$ cat src/rtl/p_mul_pkg.sv
// p_mul_pkg: shared types, pack-width indices and helpers for the packed radix multiplier
package p_mul_pkg;
  localparam int PW_IDX_FULL = 0;
  localparam int PW_IDX_HALF = 1;
  localparam int PW_IDX_QUARTER = 2;
  localparam int PW_IDX_EIGHTH = 3;
  localparam int PW_IDX_SIXTEENTH = 4;
  localparam int PW_IDX_THIRTYSECOND = 5;
  typedef enum logic [1:0] {IDLE, RUN, DONE} p_mul_state_t;
  function automatic int p_mul_steps(input int xlen, input int k, input int bps);
    return ((xlen >> k) + bps - 1) / bps;
  endfunction
  function automatic bit p_mul_xlen_ok(input int xlen);
    return xlen == 32 || xlen == 64;
  endfunction
  function automatic bit p_mul_bps_ok(input int bps);
    return bps == 1 || bps == 2 || bps == 4;
  endfunction
endpackage

$ cat src/rtl/p_mul_step.sv
// p_mul_step: one accumulation step retiring up to BPS multiplier bits in every packed lane
module p_mul_step
  import p_mul_pkg::*;
#(
  parameter int XLEN = 32,
  parameter int BPS = 1,
  parameter int PWW = $clog2(XLEN)
) (
  input  logic [2*XLEN-1:0] i_acc,
  input  logic [2*XLEN-1:0] i_mcand,
  input  logic [XLEN-1:0]   i_mplier,
  input  logic [PWW-1:0]    i_pw,
  input  logic              i_clmul,
  output logic [2*XLEN-1:0] o_acc
);
  logic [PWW-1:0][2*XLEN-1:0] w_nxt;
  logic w_unused;
  assign w_unused = ^i_mplier;
  for (genvar k = 0; k < PWW; k++) begin : g_k
    localparam int W = XLEN >> k;
    localparam int B = BPS < W ? BPS : W;
    logic [2*XLEN-1:0] w_n;
    logic [2*W-1:0] w_m, w_p;
    // multiplicand and multiplier arrive pre-shifted, so each lane reads its bits at offset 0
    always_comb begin
      w_n = '0;
      w_m = '0;
      w_p = '0;
      for (int i = 0; i < XLEN / W; i++) begin
        w_m = i_mcand[2*W*i +: 2*W];
        w_p = '0;
        for (int j = 0; j < B; j++)
          if (i_mplier[W*i+j]) w_p = i_clmul ? w_p ^ (w_m << j) : w_p + (w_m << j);
        w_n[2*W*i +: 2*W] = i_clmul ? i_acc[2*W*i +: 2*W] ^ w_p : i_acc[2*W*i +: 2*W] + w_p;
      end
    end
    assign w_nxt[k] = w_n;
  end
  always_comb begin
    o_acc = i_acc;
    for (int k = 0; k < PWW; k++)
      if (i_pw == (PWW'(1) << k)) o_acc = w_nxt[k];
  end
endmodule

$ cat src/rtl/p_mul_radix.sv
// p_mul_radix: multi-cycle packed integer/carry-less multiplier retiring BPS multiplier bits per step
module p_mul_radix
  import p_mul_pkg::*;
#(
  parameter int XLEN = 32,
  parameter int BPS = 1,
  parameter int PWW = $clog2(XLEN)
) (
  input  logic            clock,
  input  logic            resetn,
  input  logic            valid,
  output logic            ready,
  input  logic            mul_l,
  input  logic            mul_h,
  input  logic            clmul,
  input  logic [PWW-1:0]  pw,
  input  logic [XLEN-1:0] crs1,
  input  logic [XLEN-1:0] crs2,
  output logic [XLEN-1:0] result
);
  p_mul_state_t r_state, w_state_nxt;
  logic [PWW-1:0] r_pw;
  logic r_mul_h, r_clmul;
  logic [6:0] r_cnt;
  logic [2*XLEN-1:0] r_acc, r_mcand, w_acc_nxt, w_mcand_lay;
  logic [XLEN-1:0] r_mplier, w_res;
  logic [PWW-1:0][2*XLEN-1:0] w_lay;
  logic [PWW-1:0][XLEN-1:0] w_sel;
  logic w_last, w_unused;
  assign w_unused = mul_l;
  if (!p_mul_xlen_ok(XLEN) || !p_mul_bps_ok(BPS)) begin : g_bad_cfg
    $error("p_mul_radix: XLEN must be 32 or 64 and BPS 1, 2 or 4");
  end
  // each lane's multiplicand sits zero-extended in its own 2W-bit field, matching the accumulator layout
  for (genvar k = 0; k < PWW; k++) begin : g_k
    localparam int W = XLEN >> k;
    for (genvar i = 0; i < XLEN / W; i++) begin : g_i
      assign w_lay[k][2*W*i +: 2*W] = {{W{1'b0}}, crs1[W*i +: W]};
      assign w_sel[k][W*i +: W] = r_mul_h ? r_acc[2*W*i+W +: W] : r_acc[2*W*i +: W];
    end
  end
  always_comb begin
    w_mcand_lay = '0;
    w_res = '0;
    w_last = r_cnt == 7'd0;
    for (int k = 0; k < PWW; k++) begin
      if (pw == (PWW'(1) << k)) w_mcand_lay = w_lay[k];
      if (r_pw == (PWW'(1) << k)) begin
        w_res = w_sel[k];
        w_last = r_cnt == 7'(p_mul_steps(XLEN, k, BPS) - 1);
      end
    end
  end
  always_comb begin
    w_state_nxt = r_state;
    w_state_nxt = r_state == IDLE ? (valid ? RUN : IDLE) :
                  r_state == RUN  ? (!valid ? IDLE : w_last ? DONE : RUN) : IDLE;
  end
  assign ready = r_state == DONE;
  assign result = ready ? w_res : '0;
  p_mul_step #(.XLEN(XLEN), .BPS(BPS), .PWW(PWW)) u_step (
    .i_acc(r_acc),
    .i_mcand(r_mcand),
    .i_mplier(r_mplier),
    .i_pw(r_pw),
    .i_clmul(r_clmul),
    .o_acc(w_acc_nxt)
  );
  always_ff @(posedge clock or negedge resetn)
    if (!resetn) r_state <= IDLE;
    else r_state <= w_state_nxt;
  // operands shift globally; no lane ever consumes bits that crossed in from a neighbour
  always_ff @(posedge clock or negedge resetn)
    if (!resetn) begin
      r_pw <= '0;
      r_mul_h <= 1'b0;
      r_clmul <= 1'b0;
      r_cnt <= '0;
      r_acc <= '0;
      r_mcand <= '0;
      r_mplier <= '0;
    end else if (r_state == IDLE && valid) begin
      r_pw <= pw;
      r_mul_h <= mul_h;
      r_clmul <= clmul;
      r_cnt <= '0;
      r_acc <= '0;
      r_mcand <= w_mcand_lay;
      r_mplier <= crs2;
    end else if (r_state == RUN) begin
      r_acc <= w_acc_nxt;
      r_mcand <= r_mcand << BPS;
      r_mplier <= r_mplier >> BPS;
      r_cnt <= r_cnt + 7'd1;
    end
endmodule

$ cat config.mk
export PLATFORM = sky130hd
export DESIGN_NAME = p_mul_radix
export DESIGN_NICKNAME = d
export VERILOG_FILES = /design/src/rtl/p_mul_pkg.sv /design/src/rtl/p_mul_step.sv /design/src/rtl/p_mul_radix.sv
export SDC_FILE = /design/constraint.sdc
export NUM_CORES = 1
export LEC_CHECK = 0
export ABC_AREA = 1
export BUFFER_PORTS_ARGS = -buffer_cell sky130_fd_sc_hd__clkbuf_2
export CAP_MARGIN = 30
export CORE_MARGIN = 2
export CORE_UTILIZATION = 35
export CTS_BUF_LIST = sky130_fd_sc_hd__clkbuf_8
export DETAILED_ROUTE_END_ITERATION = 16
export HOLD_SLACK_MARGIN = 0.03
export PLACE_DENSITY = 0.51
export SLEW_MARGIN = 20
export SYNTH_ARGS = -nofsm -noshare
export SYNTH_HDL_FRONTEND = slang
export SYNTH_SLANG_ARGS = --single-unit
$ cat constraint.sdc
create_clock -name clock -period 4.05 [get_ports clock]
set_clock_uncertainty 0.1 [all_clocks]
set_input_delay 0.405 -clock clock [delete_from_list [all_inputs] [get_ports clock]]
set_output_delay 0.405 -clock clock [all_outputs]
set_load 0.02 [all_outputs]
======== Yosys cells after proc, flatten, opt, wreduce, memory -nomap -nowiden ========
Cells that the tools add are included.
word-level totals
  register bits after elaboration ......... 176
  input port bits ......................... 75
  output and inout bits ................... 33
  word-level logic and storage cells ...... 221
operators by class
  add/sub/neg operators ................... 32
  equality and inequality tests ........... 17
  muxes and demuxes ....................... 127
  bitwise operators ....................... 31
  reductions and logical operators ........ 6
operator list
  cell                number
  $mux 64             13
  $mux 32             14
  $mux 16             10
  $mux 4              40
  $mux 8              20
  $add 16x16->16      4
  $add 32x32->32      2
  $add 4x4->4         16
  $add 64x64->64      1
  $add 8x8->8         8
  $xor 16x16->16      4
  $xor 32x32->32      2
  $xor 4x4->4         16
  $xor 64x64->64      1
  $xor 8x8->8         8
  $mux 56             1
  $mux 48             1
  $mux 2              20
  $mux 7              2
  $eq 5x1->1 const B  2
  $eq 5x2->1 const B  2
  $eq 5x3->1 const B  2
  $eq 5x4->1 const B  2
  $eq 5x5->1 const B  2
  other kinds (15)    20

======== Depth between registers and ports, before layout ========
Gate-level depths: netlist (run 1).
  depth in word-level cells ............... 10
  mapped depth ............................ 27
  depth with buffers taken out ............ 25

======== Hierarchy ========
A second synthesis (run 1) with hierarchy kept.
unflattened totals
  cells, all modules ...................... 4053
  area total of the unflattened synthesis .. 23875.4 sq um
modules (own cells, without submodules)
  module       times used  cells an instance  area an instance (sq um)  seq. area each (sq um)
  p_mul_step   1           2694               13825.8                   0.0
  p_mul_radix  1           1359               10049.6                   4404.2

======== Worst setup path before layout (run 1) ========
Ideal clock, no wire load.
  kind .................................... reg2reg
  from .................................... register r_mplier[0]
  to ...................................... register r_acc[54]
  setup time .............................. 0.117 ns
  arrival ................................. 2.838 ns
  required time ........................... 3.833 ns
  setup slack ............................. 0.995 ns
  cell stages (with the launch flop) ...... 24
  path buffers ............................ 2
  clock period less this slack ............ 3.055 ns
  path through ............................ dfrtp_1 > clkbuf_1 > clkbuf_1 > nand2_1 > inv_1 > ha_1 > inv_1 > fa_1 > inv_1 > nand3_1 > nand2_1 > a21oi_1 > o21ai_0 > nand2_1 > nand2_1 > nand3_1 > o21ai_0 > nand2_1 > nand2_1 > nand3_1 > nand2_1 > nand2_1 > nand2_1 > nand2_1
between the ends
  cells in the longest elaborated chain, start to end .. 10
  elaborated cells on any way between the ends .. 11
  classes of those cells .................. add/sub: 1; mux: 9; bitwise: 1
RTL lines
  item                                              RTL line           source
  start: declaration                                p_mul_radix.sv:26  logic [XLEN-1:0] r_mplier, w_res;
  start signal: assignment                          p_mul_radix.sv:89  r_mplier <= crs2;
  start signal: assignment                          p_mul_radix.sv:93  r_mplier <= r_mplier >> BPS;
  $mux 64 *                                         p_mul_step.sv:33   if (i_mplier[W*i+j]) w_p = i_clmul ? w_p ^ (w_m << j) : w_p + (w_m << j);
  $add 64x64->64 or $xor 64x64->64 (tied branches)  p_mul_step.sv:34   w_n[2*W*i +: 2*W] = i_clmul ? i_acc[2*W*i +: 2*W] ^ w_p : i_acc[2*W*i +: 2*W] + w_p;
  $mux 64 *                                         p_mul_step.sv:34
  $mux 64 * (5 in a row)                            p_mul_step.sv:42   if (i_pw == (PWW'(1) << k)) o_acc = w_nxt[k];
  $mux 64 *                                         p_mul_radix.sv:90  end else if (r_state == RUN) begin
  $mux 64 *                                         p_mul_radix.sv:82  end else if (r_state == IDLE && valid) begin
  end signal: assignment                            p_mul_radix.sv:91  r_acc <= w_acc_nxt;
  end: declaration                                  p_mul_radix.sv:25  logic [2*XLEN-1:0] r_acc, r_mcand, w_acc_nxt, w_mcand_lay;
Mark *: on every way between the ends. The rest lies on a longest branch, timed or not. The select of a mux whose other input is x is not followed.
A chain may end at the register's enable or synchronous reset.

======== Final worst setup path (run 1) ========
  from .................................... register r_pw[0]
  to ...................................... output port result[26]
between the ends
  cells in the longest elaborated chain, start to end .. 7
  elaborated cells on any way between the ends .. 11
  classes of those cells .................. eq/ne: 5; mux: 6
RTL lines
  item                      RTL line           source
  start: declaration        p_mul_radix.sv:22  logic [PWW-1:0] r_pw;
  start signal: assignment  p_mul_radix.sv:83  r_pw <= pw;
  $eq 5x1->1                p_mul_radix.sv:48  if (r_pw == (PWW'(1) << k)) begin
  $mux 32 (4 in a row)      p_mul_radix.sv:48
  $mux 32 *                 p_mul_radix.sv:48
  $mux 32 *                 p_mul_radix.sv:60  assign result = ready ? w_res : '0;
  end: declaration          p_mul_radix.sv:19  output logic [XLEN-1:0] result
Mark *: on every way between the ends. The rest lies on a longest branch, timed or not.

==> results of run 1 <==
-- sequential cells by signal, indices dropped and copies added (netlist names) --
name and count:
r_state 2, r_pw 5, r_mul_h 1, r_acc 64, r_cnt 7, r_mcand 64
r_clmul 1, r_mplier 32
-- cell families after synthesis --
logic type,after synthesis,synth area share [%]
AOI/OAI and AO/OA,856,21.4
xor gates and xnor gates,62,2.38
muxes,2,0.0933
DFF,176,19.3
buffers and inverters,662,11.0
and+or+nand+nor,1941,34.6
adders and majority gates,195,11.2
-- worst paths after layout --
check,startpoint,end,slack [ns],cells after the start
max,r_pw[0],result[26],0.22,10
min,crs1[5],r_mcand[5],0.07,3
max reg2reg,r_mplier[0],r_acc[62],0.27,20
min reg2reg,r_mplier[29],r_mplier[29],0.39,2
max in group asynchronous,resetn,r_acc[20],2.43,3
min in group asynchronous,resetn,r_cnt[5],0.34,2
-- metrics by stage --
stage	hold slack [ns]	setup slack [ns]
after floorplan	0.00941	0.995
after global placement	0.365	0.475
after detailed placement	0.366	0.426
after CTS	0.0362	0.0190
after global routing	0.0645	0.0474
final	0.0679	0.222
-- cells in the final DEF, fill, tap and decap left out, types with 8 or more instances in the layout --
cell type,instances
a211oi_1,10
a21o_1,15
a21oi_1,329
a221oi_1,8
a22oi_1,24
a31oi_1,21
buf_4,105
clkbuf_2,105
clkbuf_8,18
dfrtp_1,173
dlygate4sd3_1,33
fa_1,16
ha_1,179
inv_1,484
inv_2,13
nand2_1,1213
nand3_1,233
nand3b_1,18
nand4_1,16
nor2_1,370
nor3_1,39
nor4_1,13
o211ai_1,33
o21a_1,8
o21ai_0,285
o21ai_1,11
o21bai_1,22
o221ai_1,11
o22ai_1,29
o311ai_0,12
or2_2,23
xnor2_1,23
xor2_1,39
-- tightest hold or removal path, stage by stage --
cell      delay (ns)
clkbuf_2        0.10
nand3_1         0.08
nand3_1         0.07
-- power by group through the flow --
stage | Clock [mW] | Sequential (mW) | Combinational (mW)
after floorplan | 0 | 3.08 | 7.54
final | 1.37 | 3.98 | 11.7
after detailed placement | 0 | 3.89 | 11.3
after CTS | 1.39 | 3.85 | 11.4
after global routing | 1.44 | 4.00 | 12.9
after global placement | 0 | 3.91 | 11.3
-- routing by layer --
metal	GRT usage [%]	vias to the layer above
met4	9.51	2
met3	4.87	164
met2	45.4	1304
met5	0	-
li1	-	12969
met1	46.2	12353
-- cell type report --
cell class              instances  area, um^2  share of cell area, %
diodes                          1        2.50                0.00984
clock buffers                  17         234                  0.920
clock inverters                15         161                  0.635
inverters                     500        1880                   7.40
multi-input cells            3056       15900                   62.7
flip-flops and latches        176        4410                   17.3
well taps                     855        1070                   4.21
repair buffers                248        1740                   6.83
-- timing repair --
item	in CTS	in global routing
hold endpoints to repair	110	0
setup endpoints to repair	0	2
hold buffers	33	0
gates resized for setup	0	2
==> results.py, run 1 <==
metrics = {
    "status": {
        "status": "finished clean",
    },
    "logic_synthesis": {
        "synth_warnings": 0,
        "synth_top_area_share_pct": 20.0,
        "ys_ff_latch": 176,
        "synth.distinct_cells": 58,
        "ys_top_cells_by_count": "1213 x nand2_1, 485 x inv_1, 375 x nor2_1",
        "syn_area_um2": 22800,
        "synth_edf_count": 0,
        "ys.flop_type": "dfrtp_1",
        "yosysMostFrequentCell": "nand2_1",
        "yosys.area.top_type": "nand2_1",
        "async_flop_share_pct": 100,
        "ys_seq_area_share_pct": 19.3,
        "synthCells": 3894,
        "syn-num-nets": 4164,
        "syn_avg_cell_area_um2": 5.85,
        "synthTopCellsByArea": "nand2_1 20%, dfrtp_1 19%, ha_1 9.8%",
    },
    "final_layout": {
        "post-route-util_pct": 39.5,
        "fillers": 7325,
        "fin_cells": 4868,
        "area_delta_synth_final_pct": 11.6,
        "nNetsFinal": 4269,
        "final_area_um2": 25400,
        "drive_gt1_share_pct": 7.55,
    },
    "clock_tree": {
        "postCtsSetupRepairBufs": 0,
        "cts.clk_slew.worst_paths_ns": 0.11,
        "cts_tree": "done",
        "clkLatencyLatePin_ns": 0.54,
        "h-tree-depth": 4,
        "clkSinkCount": 176,
        "cts_buffers": 17,
        "clock_path_buffers": 2,
        "root_buffer": "clkbuf_8",
    },
    "timing": {
        "tns_ns": 0,
        "relSlewSlack_pct": 38.9,
        "max_freq_mhz": 261,
        "fin_crit_sh_pct": 94.5,
        "worst_pin_slew_ns": 0.915,
        "finalSetupViolations": 0,
        "rsz0062_at_grt": "no",
        "min_period_ns": 3.83,
        "hold_violations": 0,
        "finalMaxSlewViolations": 0,
    },
    "power": {
        "p_seq_share_pct": 23.4,
        "clkPwrFrac_pct": 8.0,
        "worst_ir_drop_vdd_uv": 567,
        "power.leakage_nw": 13.5,
        "p_int_mw": 6.49,
        "total_power_mw": 17.0,
        "netSwitchingPower_mw": 10.5,
        "powerDensity_nw_per_um2": 670,
        "switching_share_pct": 61.9,
        "pwr-share-comb_pct": 68.6,
    },
    "setup_path": {
        "crit_required_ns": 3.54,
        "critPathArrivalTime_ns": 3.32,
        "path_common_cell": "buf_4",
        "path_delay_family": "buffers and inverters",
        "path_cells": "nor2_1, inv_1, nor4_4, buf_4, clkinv_1, buf_4, a21oi_1, o21ai_0, a221oi_1, clkbuf_2",
        "worstPathMaxFanout": 20,
        "critPathLaunchType": "flop",
        "cp_num_buf_inv": 5,
        "critPathSlowestCell": "a221oi_1",
        "crit_path_max_incr_delay_ns": 0.60,
        "worstSetupPathType": "reg2out",
        "end_kind": "output pin",
    },
    "run": {
        "maxCapViolations": 0,
    },
    "grt": {
        "grt_max_degree": 81,
        "grt_usage_pct": 31.0,
        "grt_pass1_vias": 24765,
        "grt_overflow": 0,
        "grt_pass1_wl_um": 157000,
        "antenna_found_initial": 2,
    },
    "min_path": {
        "hold_class": "in2reg",
    },
    "placement": {
        "place_inst": 4802,
        "placed_cell_area_um2": 24700,
        "globalplace.congestion": 0.992,
        "io_buffers": 106,
        "dp_hpwl_um": 83100,
    },
    "routing": {
        "routed_via_density": 5.50,
        "drt-met1-wl_um": 48400,
        "num_vias": 26792,
        "final_antenna_net_count": 0,
        "drtIter0Drc": 2885,
        "wl_met2_um": 43000,
        "drc": 0,
        "drt_pass1_iterations": 6,
        "wl_met3_um": 10900,
        "top_layer": "met5",
        "wire_per_inst_um": 21.7,
        "wirelength_um": 106000,
    },
    "die": {
        "die_w_um": 259,
        "die_h_um": 259,
        "start_util_pct": 35.4,
        "ioPinCount": 108,
        "die-area_um2": 67200,
        "rows": 93,
        "core-area_um2": 64500,
    },
}
No activity file was read; power rests on OpenSTA's default activity.
==> run 2, diff against run 1 <==
- clock period: 4.05 -> 4.25 ns (I/O delays scaled with it)
==> results.py, run 2 (synthesized netlist as in run 1, its figures left out) <==
metrics = {
    "status": {
        "status": "finished clean",
    },
    "power": {
        "pwr-share-comb_pct": 68.2,
        "p_int_mw": 6.15,
        "p_seq_share_pct": 23.9,
        "worst_ir_drop_vdd_uv": 378,
        "clkPwrFrac_pct": 7.9,
        "power.leakage_nw": 13.4,
        "netSwitchingPower_mw": 10.1,
        "total_power_mw": 16.2,
        "switching_share_pct": 62.1,
        "powerDensity_nw_per_um2": 639,
    },
    "die": {
        "rows": 93,
        "start_util_pct": 35.4,
        "die_h_um": 259,
        "die-area_um2": 67200,
        "ioPinCount": 108,
        "die_w_um": 259,
        "core-area_um2": 64500,
    },
    "clock_tree": {
        "cts_hold_buf": 35,
        "clkLatencyLatePin_ns": 0.53,
        "cts.clk_slew.worst_paths_ns": 0.11,
        "root_buffer": "clkbuf_8",
        "postCtsResizedCells": 0,
        "h-tree-depth": 4,
        "clkSinkCount": 176,
        "clock_path_buffers": 2,
        "postCtsSetupRepairBufs": 0,
        "cts_buffers": 17,
        "cts_tree": "done",
    },
    "setup_path": {
        "critPathArrivalTime_ns": 3.50,
        "worstPathMaxFanout": 26,
        "cp_num_buf_inv": 5,
        "critPathSlowestCell": "a221oi_1",
        "crit_path_max_incr_delay_ns": 0.70,
        "crit_required_ns": 3.72,
        "critPathLaunchType": "flop",
        "path_cells": "inv_2, nand4_1, inv_2, buf_4, nor2_4, inv_2, nor2_1, a221oi_1, clkbuf_2",
        "worstSetupPathType": "reg2out",
        "end_kind": "output pin",
        "path_common_cell": "inv_2",
        "path_delay_family": "buffers and inverters",
    },
    "timing": {
        "worst_pin_slew_ns": 0.989,
        "max_freq_mhz": 248,
        "fin_crit_sh_pct": 94.7,
        "rsz0062_at_grt": "no",
        "relSlewSlack_pct": 34.1,
        "finalSetupViolations": 0,
        "finalMaxSlewViolations": 0,
        "hold_violations": 0,
        "tns_ns": 0,
        "min_period_ns": 4.02,
    },
    "run": {
        "maxCapViolations": 0,
    },
    "final_layout": {
        "final_cell_mix": "1213 x nand2_1, 484 x inv_1, 371 x nor2_1, 329 x a21oi_1, 285 x o21ai_0",
        "largestRegisters": "r_acc: 64 flops, r_mcand: 64 flops, r_mplier: 32 flops",
        "multi_input_area_um2": 15900,
        "nNetsFinal": 4255,
        "drive_gt1_share_pct": 7.13,
        "regArea_um2": 4410,
        "fillers": 7309,
        "final_common_cell": "nand2_1",
        "area_delta_synth_final_pct": 11.2,
    },
    "min_path": {
        "hold_class": "in2reg",
    },
    "placement": {
        "dp_hpwl_um": 84100,
        "globalplace.congestion": 1.04,
        "io_buffers": 106,
    },
    "routing": {
        "final_antenna_net_count": 0,
        "num_vias": 26922,
        "drt_pass1_iterations": 6,
        "wirelength_um": 106000,
        "drc": 0,
        "wire_per_inst_um": 21.9,
        "routed_via_density": 5.55,
        "drtIter0Drc": 2878,
    },
    "grt": {
        "grt_pass1_vias": 24756,
        "grt_pass1_wl_um": 158000,
        "grt_usage_pct": 31.1,
        "grt_max_degree": 77,
        "grt_overflow": 0,
        "antenna_found_initial": 3,
    },
}
## run 2: cell types whose count changed in the layout (fill, tap and decap cells not counted), moves of 2 or more
| cell | before | now |
|---|---|---|
| buf_4 | 105 | 88 |
| inv_8 | 5 | 2 |
| clkinv_8 | 3 | 5 |
| dlygate4sd3_1 | 33 | 35 |
## run 2: power by group through the flow
stage                     combinational (mW)  clock, mW  sequential, mW
after detailed placement                10.7          0            3.79
after global routing                    12.1       1.35            3.88
final                                   11.1       1.28            3.87
after CTS                               10.8       1.31            3.75
after global placement                  10.7          0            3.80
after floorplan                         7.19          0            2.94
## run 2: cell type report
type                       count  share of cell area (%)
multi-input combinational   3056                    62.8
tap                          855                    4.22
sequential                   176                    17.4
clock buffer                  17                   0.923
inverter                     500                    7.42
antenna                        1                 0.00987
timing repair buffer         234                    6.54
clock inverter                15                   0.661
## run 2: stage by stage
stage	cells	instance area (um^2)	hold slack, ns	setup slack (ns)	utilization, %
after floorplan	3894	22800	0.0294	1.20	-
after global placement	4785	24600	0.363	0.589	38.1
after detailed placement	4786	24600	0.366	0.603	38.2
after CTS	4853	25400	0.0383	0.342	39.3
after global routing	4854	25400	0.0670	0.140	39.3
final	4854	25400	0.0674	0.225	39.3
## run 2: worst paths after layout
path                              start  depth (start not counted)  slack (ns)            to
max                             r_pw[4]                          9        0.23    result[23]
min                               pw[2]                          3        0.07       r_pw[2]
max reg2reg                 r_mplier[0]                         20        0.43     r_acc[47]
min reg2reg                r_mplier[21]                          2        0.40  r_mplier[21]
max in group asynchronous        resetn                          3        2.77  r_mplier[16]
min in group asynchronous        resetn                          2        0.39      r_cnt[6]
## run 2: metal layers
metal  vias up  routed length [um]  track usage [%]  part of all wire, %
met2      1224               44100             46.1                   42
met5         -                  13                0                0.012
li1      12951                   -                -                    -
met4         2                3220             9.64                  3.0
met3       148                9620             4.77                  9.1
met1     12597               49300             46.0                   46
## run 2: tightest hold or removal path, stage by stage
cell and delay [ns]:
clkbuf_2 0.11, nand2_1 0.05, o21ai_0 0.06
